===== config.mk =====
export PLATFORM = sky130hd
export DESIGN_NAME = ex_result_buffer
export DESIGN_NICKNAME = d
export VERILOG_FILES = /design/src/rtl/ex_result_buffer_pkg.sv /design/src/rtl/ex_result_buffer_word_sext.sv /design/src/rtl/ex_result_buffer.sv
export SDC_FILE = /design/constraint.sdc
export NUM_CORES = 1
export LEC_CHECK = 0
export BUFFER_PORTS_ARGS = -buffer_cell sky130_fd_sc_hd__buf_2
export CORE_MARGIN = 3
export CORE_UTILIZATION = 54
export DETAILED_ROUTE_END_ITERATION = 6
export MAX_ROUTING_LAYER = met4
export PLACE_DENSITY = 0.81
export RECOVER_POWER = 25
export SLEW_MARGIN = 20
export SYNTH_ARGS = -nofsm -noshare
export SYNTH_HDL_FRONTEND = slang
export SYNTH_SLANG_ARGS = --single-unit
export TNS_END_PERCENT = 1

===== constraint.sdc =====
create_clock -name clk -period 6.2 [get_ports clk]
set_input_delay 0.31 -clock clk [delete_from_list [all_inputs] [get_ports clk]]
set_output_delay 0.31 -clock clk [all_outputs]
set_load 0.01 [all_outputs]

===== src/rtl/ex_result_buffer_pkg.sv =====
// Shared types for the execute back end: common scalar widths and the
// pipeline entry carried from execute to memory.
package common;
  localparam int unsigned XLEN = 64;
  typedef logic [XLEN-1:0] word_t;
  typedef logic [XLEN-1:0] addr_t;
  typedef logic [4:0]      creg_addr_t;
endpackage

package pipes;
  import common::*;
  typedef struct packed {
    word_t      result;
    addr_t      pc;
    creg_addr_t rd;
    logic       wen;
  } ex_res_t;
endpackage


===== src/rtl/ex_result_buffer_word_sext.sv =====
// W-form result sign extension from bit 31; also used by the decode-side
// immediate path.
module word_sext
  import common::*;
(
  input  logic  is_word,
  input  word_t value,
  output word_t result
);
  always_comb begin
    result = is_word ? {{(XLEN-32){value[31]}}, value[31:0]} : value;
  end
endmodule


===== src/rtl/ex_result_buffer.sv =====
// Execute-stage result buffer: normalises ALU results and holds them in a
// 2-entry skid FIFO. Optional forwarding taps under EXRES_BYPASS_EN.
module ex_result_buffer
  import pipes::*;
#(
  parameter int unsigned DEPTH = 2,
  parameter int unsigned XLEN  = 64
) (
  input  logic            clk,
  input  logic            reset,
  input  logic            flush,
  input  logic            in_valid,
  output logic            in_ready,
  input  logic [XLEN-1:0] in_aluout,
  input  logic            in_is_word,
  input  logic [XLEN-1:0] in_pc,
  input  logic [4:0]      in_rd,
  input  logic            in_wen,
  output logic            out_valid,
  input  logic            out_ready,
  output logic [XLEN-1:0] out_result,
  output logic [XLEN-1:0] out_pc,
  output logic [4:0]      out_rd,
  output logic            out_wen
`ifdef EXRES_BYPASS_EN
  ,
  output logic            fwd_valid,
  output logic [4:0]      fwd_rd,
  output logic [XLEN-1:0] fwd_data
`endif
);
  if (DEPTH != 2) begin : g_bad_depth
    $error("ex_result_buffer: DEPTH must be 2");
  end
  if (XLEN != common::XLEN) begin : g_bad_xlen
    $error("ex_result_buffer: XLEN must match common::XLEN");
  end

  ex_res_t              entries [DEPTH];
  ex_res_t              wr_entry;
  ex_res_t              head;
  logic                 rptr;
  logic                 wptr;
  logic [1:0]           count;
  logic                 push;
  logic                 pop;
  common::word_t        sext_result;

  word_sext u_sext (
    .is_word (in_is_word),
    .value   (in_aluout),
    .result  (sext_result)
  );

  // Ready depends only on occupancy so out_ready never reaches in_ready.
  assign in_ready  = (count != 2'd2);
  assign out_valid = (count != 2'd0);
  assign push      = in_valid & in_ready;
  assign pop       = out_valid & out_ready;

  always_comb begin
    wr_entry        = '0;
    wr_entry.result = sext_result;
    wr_entry.pc     = in_pc;
    wr_entry.rd     = in_rd;
    wr_entry.wen    = in_wen & (in_rd != 5'd0);
  end

  always_comb begin
    head = '0;
    if (out_valid) head = entries[rptr];
  end

  assign out_result = head.result;
  assign out_pc     = head.pc;
  assign out_rd     = head.rd;
  assign out_wen    = head.wen;

`ifdef EXRES_BYPASS_EN
  assign fwd_valid = out_valid & head.wen;
  assign fwd_rd    = head.rd;
  assign fwd_data  = head.result;
`endif

  always_ff @(posedge clk) begin
    if (reset) begin
      count <= '0;
      rptr  <= 1'b0;
      wptr  <= 1'b0;
      for (int unsigned i = 0; i < DEPTH; i++) entries[i] <= '0;
    end else if (flush) begin
      // Entry data is left in place; count=0 masks it from the outputs.
      count <= '0;
      rptr  <= 1'b0;
      wptr  <= 1'b0;
    end else begin
      if (push) begin
        entries[wptr] <= wr_entry;
        wptr          <= ~wptr;
      end
      if (pop) rptr <= ~rptr;
      if (push && !pop)      count <= count + 2'd1;
      else if (pop && !push) count <= count - 2'd1;
    end
  end
endmodule


==> reports/metrics.cfg, run 1 <==
[routing]
drtIter0Drc=538
dr.pass1.iters=5
ant_nets=0
vias=7859
routed_wl_um=26100
vias_per_cell=5.27
wl_per_cell_um=17.5
drc=0

[synthesis]
syn_nets=1080
ys_warn_count=0
synth_top_cell_area_share=0.655
yosysTopAreaCell=edfxtp_1
async_flop_share=0
synth_top_flop_cell=edfxtp_1
ys_ff_latch=273
avgSynthCellArea_um2=13.1
postSynthCellCount=939
ys_seq_area_frac=0.663
ys_types=26
synthesis.area_mm2=0.0123
synth-edff-count=268
yosys-top-cells-area=edfxtp_1 65%, mux2i_1 11%, and2_1 10%

[timing]
rsz0062_at_grt=false
worst_pin_slew_ns=3.89
finClkSkew_ns=0.0181
timing.final.ws_setup_ns=1.92
hold_ws_ns=0.0633
fmax_mhz=233
setup_tns_ns=0
hold_violations=0
finalMaxSlewViolations=239
setup_viol=0
slew_headroom=-1.60
fin_crit_ns=4.28
fin_crit_sh=0.691

[worst_setup_path]
cp-end-kind=register
rrSetupSlack_ns=1.92
cp.arrival_ns=4.66
reg2regPathDepth=5
path_class=register to register
cp.required_ns=6.58
critPathMaxFanout=101
startpoint_type=register

[cells_and_area]
fin_util=0.659
fill_cells=1670
drive_gt1_frac=0.273
area_growth_pct=18.3
seq_area_mm2=0.00815
multiInputGateArea_mm2=0.00374
nets=1329

[die]
die_w_um=157
die-area_mm2=0.0246
coreArea_mm2=0.0221
rows=54
die_h_um=157
pin_count=276
start_util=0.557

[global_routing]
antenna_found_initial=3
grt_pass1_wl_um=40000
grtUsageTotal=0.211
grt-ovfl-total=0
first_global_vias=7796
grt_max_degree=102

[hold_path]
worstHoldPathCells=2
hold_class=input port to register

[clocking]
post_cts_resized=0
clkLatencyLatePin_ns=0.53
numCtsBuffers=28
cts_tree=done
htree_num_levels=1
cts_root_buf=clkbuf_16
cts.hold.buffers_added=0
clock_sinks=273
clk_path_buf_depth=3
post-cts-setup-buffers=0
clkTransAtPathRegs_ns=0.06

[outcome]
violations=max-capacitance violations, max-slew violations
outcome=complete, but fails checks

[power_and_ir_drop]
p_per_area_mw_per_mm2=279
peakVddDrop_uv=224
p_leak_nw=5.74

[placement]
io_buffers=275
dp_slack_ns=2.80
post-dp-hpwl_um=16100
place.gp.congestion=0.850

[run]
maxCapViolations=3

[area by class of cell]
class                      count  share of cell area
sequential                   273               0.560
multi-input combinational    596               0.257
timing repair buffer         285               0.101
clock buffer                  42              0.0539
tap                          280              0.0241
clock inverter                 7             0.00206
inverter                       4             0.00103
antenna                        4            0.000688
[cells in the mapped netlist, types with 4 or more instances]
master and instances:
dfxtp_1 5, nor2_1 177, o21ai_0 4, buf_2 27, a21oi_1 34, nor2_4 10, nor2_2 19, edfxtp_1 268
mux2i_1 134, and2_1 203, clkbuf_1 32
[path summary, 6_finish.rpt]
check	startpoint	to
setup / recovery	count[0]	entries[1][99]
hold / removal	in_pc[1]	entries[1][7]
setup reg to reg	count[0]	entries[1][99]
hold reg to reg	rptr	rptr
[cell usage in the layout, fill, tap and decap left out, drive strengths merged, types with 2 or more instances in the layout]
| cell type | count |
|---|---|
| clkbuf | 46 |
| o21ai | 4 |
| diode | 4 |
| nor2 | 206 |
| edfxtp | 268 |
| inv | 3 |
| buf | 281 |
| and2 | 203 |
| mux2i | 134 |
| or4 | 2 |
| xor2 | 3 |
| clkinv | 8 |
| or3 | 2 |
| dfxtp | 5 |
| a21oi | 34 |
| nand2b | 2 |
[routing by layer]
metal,routed length (um),share of wire,global-route usage,vias up
met1,10600,0.41,0.276,3731
met4,782,0.030,0.0642,0
li1,-,-,-,3752
met3,2180,0.084,0.0418,60
met5,0,0,-,-
met2,12500,0.48,0.337,316
[state kept, by name, summed over array words and instances, names as in the netlist, named ones only]
signal / count
entries: 268
rptr: 1
wptr: 1
count: 2
[worst max-delay path, stage by stage, from the launching register on]
cell	delay (ns)
dfxtp_1	0.47
nor2b_1	0.17
clkinv_1	0.10
and4_2	0.22
clkbuf_1	2.66
and2_1	0.37
[kinds of logic after synthesis]
logic type      count (synthesis)  share of synthesized area
xor+xnor                        3                    0.00214
flops                         273                      0.663
compound gates                 38                     0.0155
simple gates                  420                      0.182
fa+ha+maj                       1                    0.00102
buf+inv                        70                     0.0273
mux                           134                      0.109
[per-stage QoR]
stage / power (mW) / instance area [um2] / cells
detailed placement: 2.60 / 13800 / 1438
CTS: 4.10 / 14700 / 1487
global placement: 2.59 / 13800 / 1438
finish: 4.06 / 14600 / 1491
floorplan: 2.44 / 12300 / 939
global route: 4.22 / 14500 / 1490
[power breakdown]
group          internal (mW)  switching (mW)
logic                  0.147           0.246
registers               2.13          0.0321
clock network          0.864           0.645
total                   3.14           0.923
No activity file was read; power rests on OpenSTA's default activity.
==> run 2: changes to the inputs <==
clock period = 4 ns   (was 6.2 ns; I/O delays follow)
==> run 2 against run 1 <==
The flow still finishes with violations (max-capacitance violations, max-slew violations). Worst hold slack got worse by 0.040 ns. Sequential power rose by 55%. Fmax rose by 42%. Sequential share of layout area fell by 4.4 points. Combinational power rose by 85%. Clock skew fell by 0.013 ns. Core utilization rose by 5.6 points. Sequential cell count did not move.
==> reports/metrics.cfg, run 2 (same netlist as run 1, synthesis figures left out) <==
[outcome]
outcome=complete, but fails checks  ; unchanged
violations=max-capacitance violations, max-slew violations  ; unchanged

[worst_setup_path]
critPathMaxFanout=57  ; was 101
rrSetupSlack_ns=0.98  ; was 1.92 ns
cp.arrival_ns=3.39  ; was 4.66 ns
path_class=register to register  ; unchanged
crit_family=buffers and inverters  ; unchanged
cp.buffers_inverters=1  ; was 2
reg2regPathDepth=4  ; was 5
cp_slowest_cell=clkbuf_1  ; unchanged
cpPeakStageDelay_ns=1.57  ; was 2.66 ns
startpoint_type=register  ; unchanged
r2r-end=entries[0][25]  ; was entries[1][99]
cp.required_ns=4.38  ; was 6.58 ns
cp-end-kind=register  ; unchanged
r2r_start=count[0]  ; unchanged
path_cells=nor2b_1 > nor4_1 > clkbuf_1 > and2_0  ; was nor2b_1 > clkinv_1 > and4_2 > clkbuf_1 > and2_1

[timing]
slew_headroom=-0.435  ; was -1.60
hold_violations=0  ; unchanged
rsz0062_at_grt=false  ; unchanged
fin_crit_sh=0.754  ; was 0.691
worst_pin_slew_ns=2.15  ; was 3.89 ns
setup_viol=0  ; unchanged
fmax_mhz=331  ; was 233 MHz
setup_tns_ns=0  ; unchanged
finClkSkew_ns=0.00546  ; was 0.0181 ns
fin_crit_ns=3.02  ; was 4.28 ns
finalMaxSlewViolations=145  ; was 239

[global_routing]
grt_pass1_wl_um=45300  ; was 40000 um
grtUsageTotal=0.241  ; was 0.211
grt-ovfl-total=0  ; unchanged
grt_max_degree=76  ; was 102
first_global_vias=8758  ; was 7796
antenna_found_initial=3  ; unchanged

[clocking]
numCtsBuffers=28  ; unchanged
post_cts_resized=0  ; unchanged
clock_sinks=273  ; unchanged
cts.hold.buffers_added=104  ; was 0
cts_root_buf=clkbuf_16  ; unchanged
clkTransAtPathRegs_ns=0.06  ; about the same
clkLatencyLatePin_ns=0.53  ; about the same
cts_tree=done  ; unchanged
post-cts-setup-buffers=0  ; unchanged
htree_num_levels=1  ; unchanged
clk_path_buf_depth=3  ; unchanged

[cells_and_area]
drive_gt1_frac=0.271  ; was 0.273
fin_util=0.715  ; was 0.659
top_register=entries  ; unchanged
nets=1438  ; was 1329
final_area_mm2=0.0158  ; was 0.0146 mm2
final_cells=1602  ; was 1491
largest_reg_flops=268  ; unchanged
area_growth_pct=28.4  ; was 18.3%
final_cell_mix=274 x buf_2, 268 x edfxtp_1, 178 x nor2_1  ; was 274 x buf_2, 268 x edfxtp_1, 197 x nor2_1
largestRegisters=entries: 268 flops, count: 2 flops  ; unchanged
final_common_cell=buf_2  ; unchanged

[placement]
dp_cells=1443  ; was 1438
dpl_cell_area_mm2=0.0139  ; was 0.0138 mm2
post-dp-hpwl_um=17300  ; was 16100 um
io_buffers=275  ; unchanged
place.gp.congestion=0.767  ; was 0.850

[die]
die_w_um=157  ; unchanged
die-area_mm2=0.0246  ; unchanged
coreArea_mm2=0.0221  ; unchanged
pin_count=276  ; unchanged
start_util=0.557  ; unchanged
die_h_um=157  ; unchanged
rows=54  ; unchanged

[power_and_ir_drop]
p_leak_nw=6.21  ; was 5.74 nW
peakVddDrop_uv=420  ; was 224 uV
p_per_area_mw_per_mm2=410  ; was 279 mW/mm2
power_mw=6.47  ; was 4.06 mW

[routing]
dr.pass1.iters=5  ; unchanged
drc=0  ; unchanged
vias=8471  ; was 7859
ant_nets=0  ; unchanged
drtIter0Drc=511  ; was 538
vias_per_cell=5.29  ; was 5.27
wl_per_cell_um=18.4  ; was 17.5 um
routed_wl_um=29400  ; was 26100 um

[hold_path]
hold_class=input port to register  ; unchanged
hold_end=entries[0][102]  ; was entries[1][7]
min-delay-start=in_aluout[32]  ; was in_pc[1]
worstHoldPathCells=3  ; was 2

[run]
maxCapViolations=3  ; unchanged

-- run 2: worst reg2reg max path, stage by stage (launching register included) --
cell and delay, ns:
dfxtp_1 0.46, nor2b_1 0.15, nor4_1 0.34, clkbuf_1 1.57, and2_0 0.35
-- run 2: worst max-delay path by stage --
stage,depth (start not counted),to,start,slack [ns]
after floorplan,4,entries[1][0],count[1],-0.41
after global placement,6,entries[0][23],reset,1.13
after detailed placement,6,entries[0][18],reset,1.12
after CTS,5,entries[0][27],count[0],1.14
after global routing,4,entries[0][25],count[0],0.69
final,4,entries[0][25],count[0],0.98
-- run 2: cell type report --
class                           count  area, um2
Antenna cell                        4       10.0
Clock buffer                       34        744
Clock inverter                     17        104
Fill cell                        1435       6300
Inverter                            4       15.0
Multi-Input combinational cell    596       3830
Sequential cell                   273       8150
Tap cell                          280        350
Timing Repair Buffer              394       2580
-- run 2: through the flow --
step	setup WS, ns	hold slack [ns]
finish	0.982	0.0234
floorplan	-0.410	0.398
detailed placement	1.12	0.489
global placement	1.13	0.485
global route	0.691	0.0134
CTS	1.14	0.00336
-- run 2: metal layers --
metal	global-route usage	wire length, um	part of all wire	vias to the layer above
met2	0.406	15200	0.52	385
met4	0.0763	595	0.020	0
met3	0.0410	2180	0.074	47
met5	-	0	0	-
li1	-	-	-	3968
met1	0.300	11500	0.39	4071
-- run 2: report_power, final --
part | internal (mW) | switching, mW
clock network | 1.38 | 1.03
logic | 0.302 | 0.427
registers | 3.29 | 0.0474
==> run 3: changes to the inputs <==
ABC_AREA = 1   (was default)
CORE_UTILIZATION = 49   (was 54)
PLACE_DENSITY = 0.78   (was 0.81)
clock period = 2.55 ns   (was 4 ns; I/O delays follow)
==> run 3 against run 2 <==
The run now ends clean. Non-clock buffer count is 34 higher. Fmax up 32%. Synthesized cell count is 27% higher. Largest cell class unchanged.
==> reports/metrics.cfg, run 3 <==
[outcome]
outcome=finished clean  ; was complete, but fails checks

[synthesis]
yosys-top-cells-area=edfxtp_1 67%, nand2_1 8.8%, nor2_1 8.6%  ; was edfxtp_1 65%, mux2i_1 11%, and2_1 10%
yosysTopAreaCell=edfxtp_1  ; unchanged
async_flop_share=0  ; unchanged
ys_warn_count=0  ; unchanged
ys_seq_area_frac=0.683  ; was 0.663
synthesis.area_mm2=0.0119  ; was 0.0123 mm2
postSynthCellCount=1194  ; was 939
synth_top_cell_area_share=0.674  ; was 0.655
synth-edff-count=268  ; unchanged
syn_nets=1335  ; was 1080
yosys.cell_count.top_type=nand2_1  ; was edfxtp_1
avgSynthCellArea_um2=10.0  ; was 13.1 um2
synth_top_flop_cell=edfxtp_1  ; unchanged
ys_ff_latch=273  ; unchanged
synth_common_cells=280 x nand2_1, 273 x nor2_1, 268 x edfxtp_1  ; was 268 x edfxtp_1, 203 x and2_1, 177 x nor2_1
ys_types=19  ; was 26

[worst_setup_path]
startpoint_type=register  ; unchanged
cp-end-kind=register  ; unchanged
path_class=register to register  ; unchanged
r2r_start=count[0]  ; unchanged
critPathMaxFanout=51  ; was 57
reg2regPathDepth=5  ; was 4
cp.arrival_ns=2.48  ; was 3.39 ns
crit_start=count[0]  ; unchanged
cp.required_ns=2.75  ; was 4.38 ns

[cells_and_area]
area_growth_pct=32.3  ; was 28.4%
drive_gt1_frac=0.210  ; was 0.271
final_common_cell=nand2_1  ; was buf_2
largest_reg_flops=268  ; unchanged
fill_cells=1740  ; was 1435
largestRegisters=entries: 268 flops, count: 2 flops  ; unchanged
nets=1715  ; was 1438
top_register=entries  ; unchanged
final_cell_mix=278 x nand2_1, 273 x nor2_1, 273 x buf_2  ; was 274 x buf_2, 268 x edfxtp_1, 178 x nor2_1

[timing]
fin_crit_sh=0.894  ; was 0.754
finalMaxSlewViolations=0  ; was 145
timing.final.ws_setup_ns=0.269  ; was 0.982 ns
fin_crit_ns=2.28  ; was 3.02 ns
fmax_mhz=438  ; was 331 MHz
rsz0062_at_grt=false  ; unchanged
hold_violations=0  ; unchanged
finClkSkew_ns=0.00603  ; was 0.00546 ns
slew_headroom=0.124  ; was -0.435
worst_pin_slew_ns=1.31  ; was 2.15 ns
hold_ws_ns=0.0438  ; was 0.0234 ns
setup_viol=0  ; unchanged
setup_tns_ns=0  ; unchanged

[routing]
vias=9927  ; was 8471
dr.pass1.iters=7  ; was 5
drtIter0Drc=897  ; was 511
vias_per_cell=5.18  ; was 5.29
drc=0  ; unchanged
routed_wl_um=32900  ; was 29400 um
wl_per_cell_um=17.2  ; was 18.4 um
ant_nets=0  ; unchanged

[clocking]
clock_sinks=273  ; unchanged
htree_num_levels=1  ; unchanged
post_cts_resized=0  ; unchanged
clkTransAtPathRegs_ns=0.06  ; about the same
clkLatencyLatePin_ns=0.53  ; about the same
cts_root_buf=clkbuf_16  ; unchanged
numCtsBuffers=28  ; unchanged
cts_tree=done  ; unchanged
clk_path_buf_depth=3  ; unchanged

[hold_path]
worstHoldPathCells=3  ; unchanged
hold_class=input port to register  ; unchanged
min-delay-start=in_valid  ; was in_aluout[32]

[power_and_ir_drop]
p_per_area_mw_per_mm2=640  ; was 410 mW/mm2
p_leak_nw=7.02  ; was 6.21 nW
peakVddDrop_uv=583  ; was 420 uV

[placement]
post-dp-hpwl_um=17400  ; was 17300 um
io_buffers=275  ; unchanged
place.gp.congestion=0.790  ; was 0.767
dp_slack_ns=0.538  ; was 1.12 ns

[die]
die_w_um=162  ; was 157 um
die_h_um=162  ; was 157 um
die-area_mm2=0.0263  ; was 0.0246 mm2
pin_count=276  ; unchanged
rows=56  ; was 54
coreArea_mm2=0.0237  ; was 0.0221 mm2
start_util=0.504  ; was 0.557

[global_routing]
first_global_vias=10200  ; was 8758
grt_max_degree=136  ; was 76
antenna_found_initial=1  ; was 3
grtUsageTotal=0.250  ; was 0.241
grt_pass1_wl_um=51400  ; was 45300 um
grt-ovfl-total=0  ; unchanged

[run]
maxCapViolations=0  ; was 3

run 3: area by class of cell:
| cell class | instances | area (um2) | share of cell area |
|---|---|---|---|
| repair buffers | 428 | 2960 | 0.188 |
| clock inverters | 16 | 76.3 | 0.00483 |
| well taps | 319 | 399 | 0.0253 |
| flip-flops and latches | 273 | 8150 | 0.516 |
| clock buffers | 35 | 748 | 0.0474 |
| diodes | 2 | 5.00 | 0.000317 |
| multi-input cells | 732 | 3030 | 0.192 |
| inverters | 111 | 419 | 0.0265 |
run 3: what timing repair did:
action | in CTS | in global routing
hold endpoints to repair | 269 | 0
hold buffers | 135 | 0
setup buffers | 0 | 0
endpoints found under the setup margin | 0 | 0
run 3: worst paths after layout:
| check | end | slack [ns] |
|---|---|---|
| worst min register to register | register | 0.50 |
| worst max-delay path | entries[1][81] | 0.27 |
| worst max register to register | entries[1][81] | 0.27 |
| worst min-delay path | wptr | 0.04 |
run 3: kinds of logic after synthesis:
kind of cell,synth area share
and+or+nand+nor,0.177
DFF,0.683
buffers and inverters,0.0659
AOI/OAI and AO/OA,0.0733
adders and majority gates,0.00105
run 3: per-stage QoR:
stage,instances,power (mW),utilization,cell area [um2]
2_1_floorplan,1194,5.86,-,12000
3_3_place_gp,1728,6.28,0.576,13600
3_5_place_dp,1728,6.30,0.576,13600
4_1_cts,1914,10.1,0.668,15800
5_1_grt,1915,10.5,0.667,15800
6_report,1916,10.1,0.667,15800
run 3: routing by layer:
| metal | track usage | vias to the layer above | routed length, um |
|---|---|---|---|
| met4 | 0.0799 | 0 | 1050 |
| met2 | 0.416 | 516 | 16400 |
| li1 | - | 4637 | - |
| met1 | 0.315 | 4685 | 12700 |
| met3 | 0.0464 | 89 | 2760 |
| met5 | - | - | 0 |
run 3: report_power, final:
part / leakage, nW / switching [mW] / internal (mW) / total, mW
clock: 0.405 / 1.65 / 2.07 / 3.72
sequential: 2.82 / 0.0646 / 5.17 / 5.23
combinational: 3.79 / 0.705 / 0.449 / 1.15
total: 7.02 / 2.42 / 7.69 / 10.1
run 3: critical path, cell delays in order (launching register included):
cell and delay, ns:
dfxtp_1 0.37, inv_2 0.08, a21boi_4 0.21, nand3_4 0.10, nand2_2 0.77, buf_12 0.36
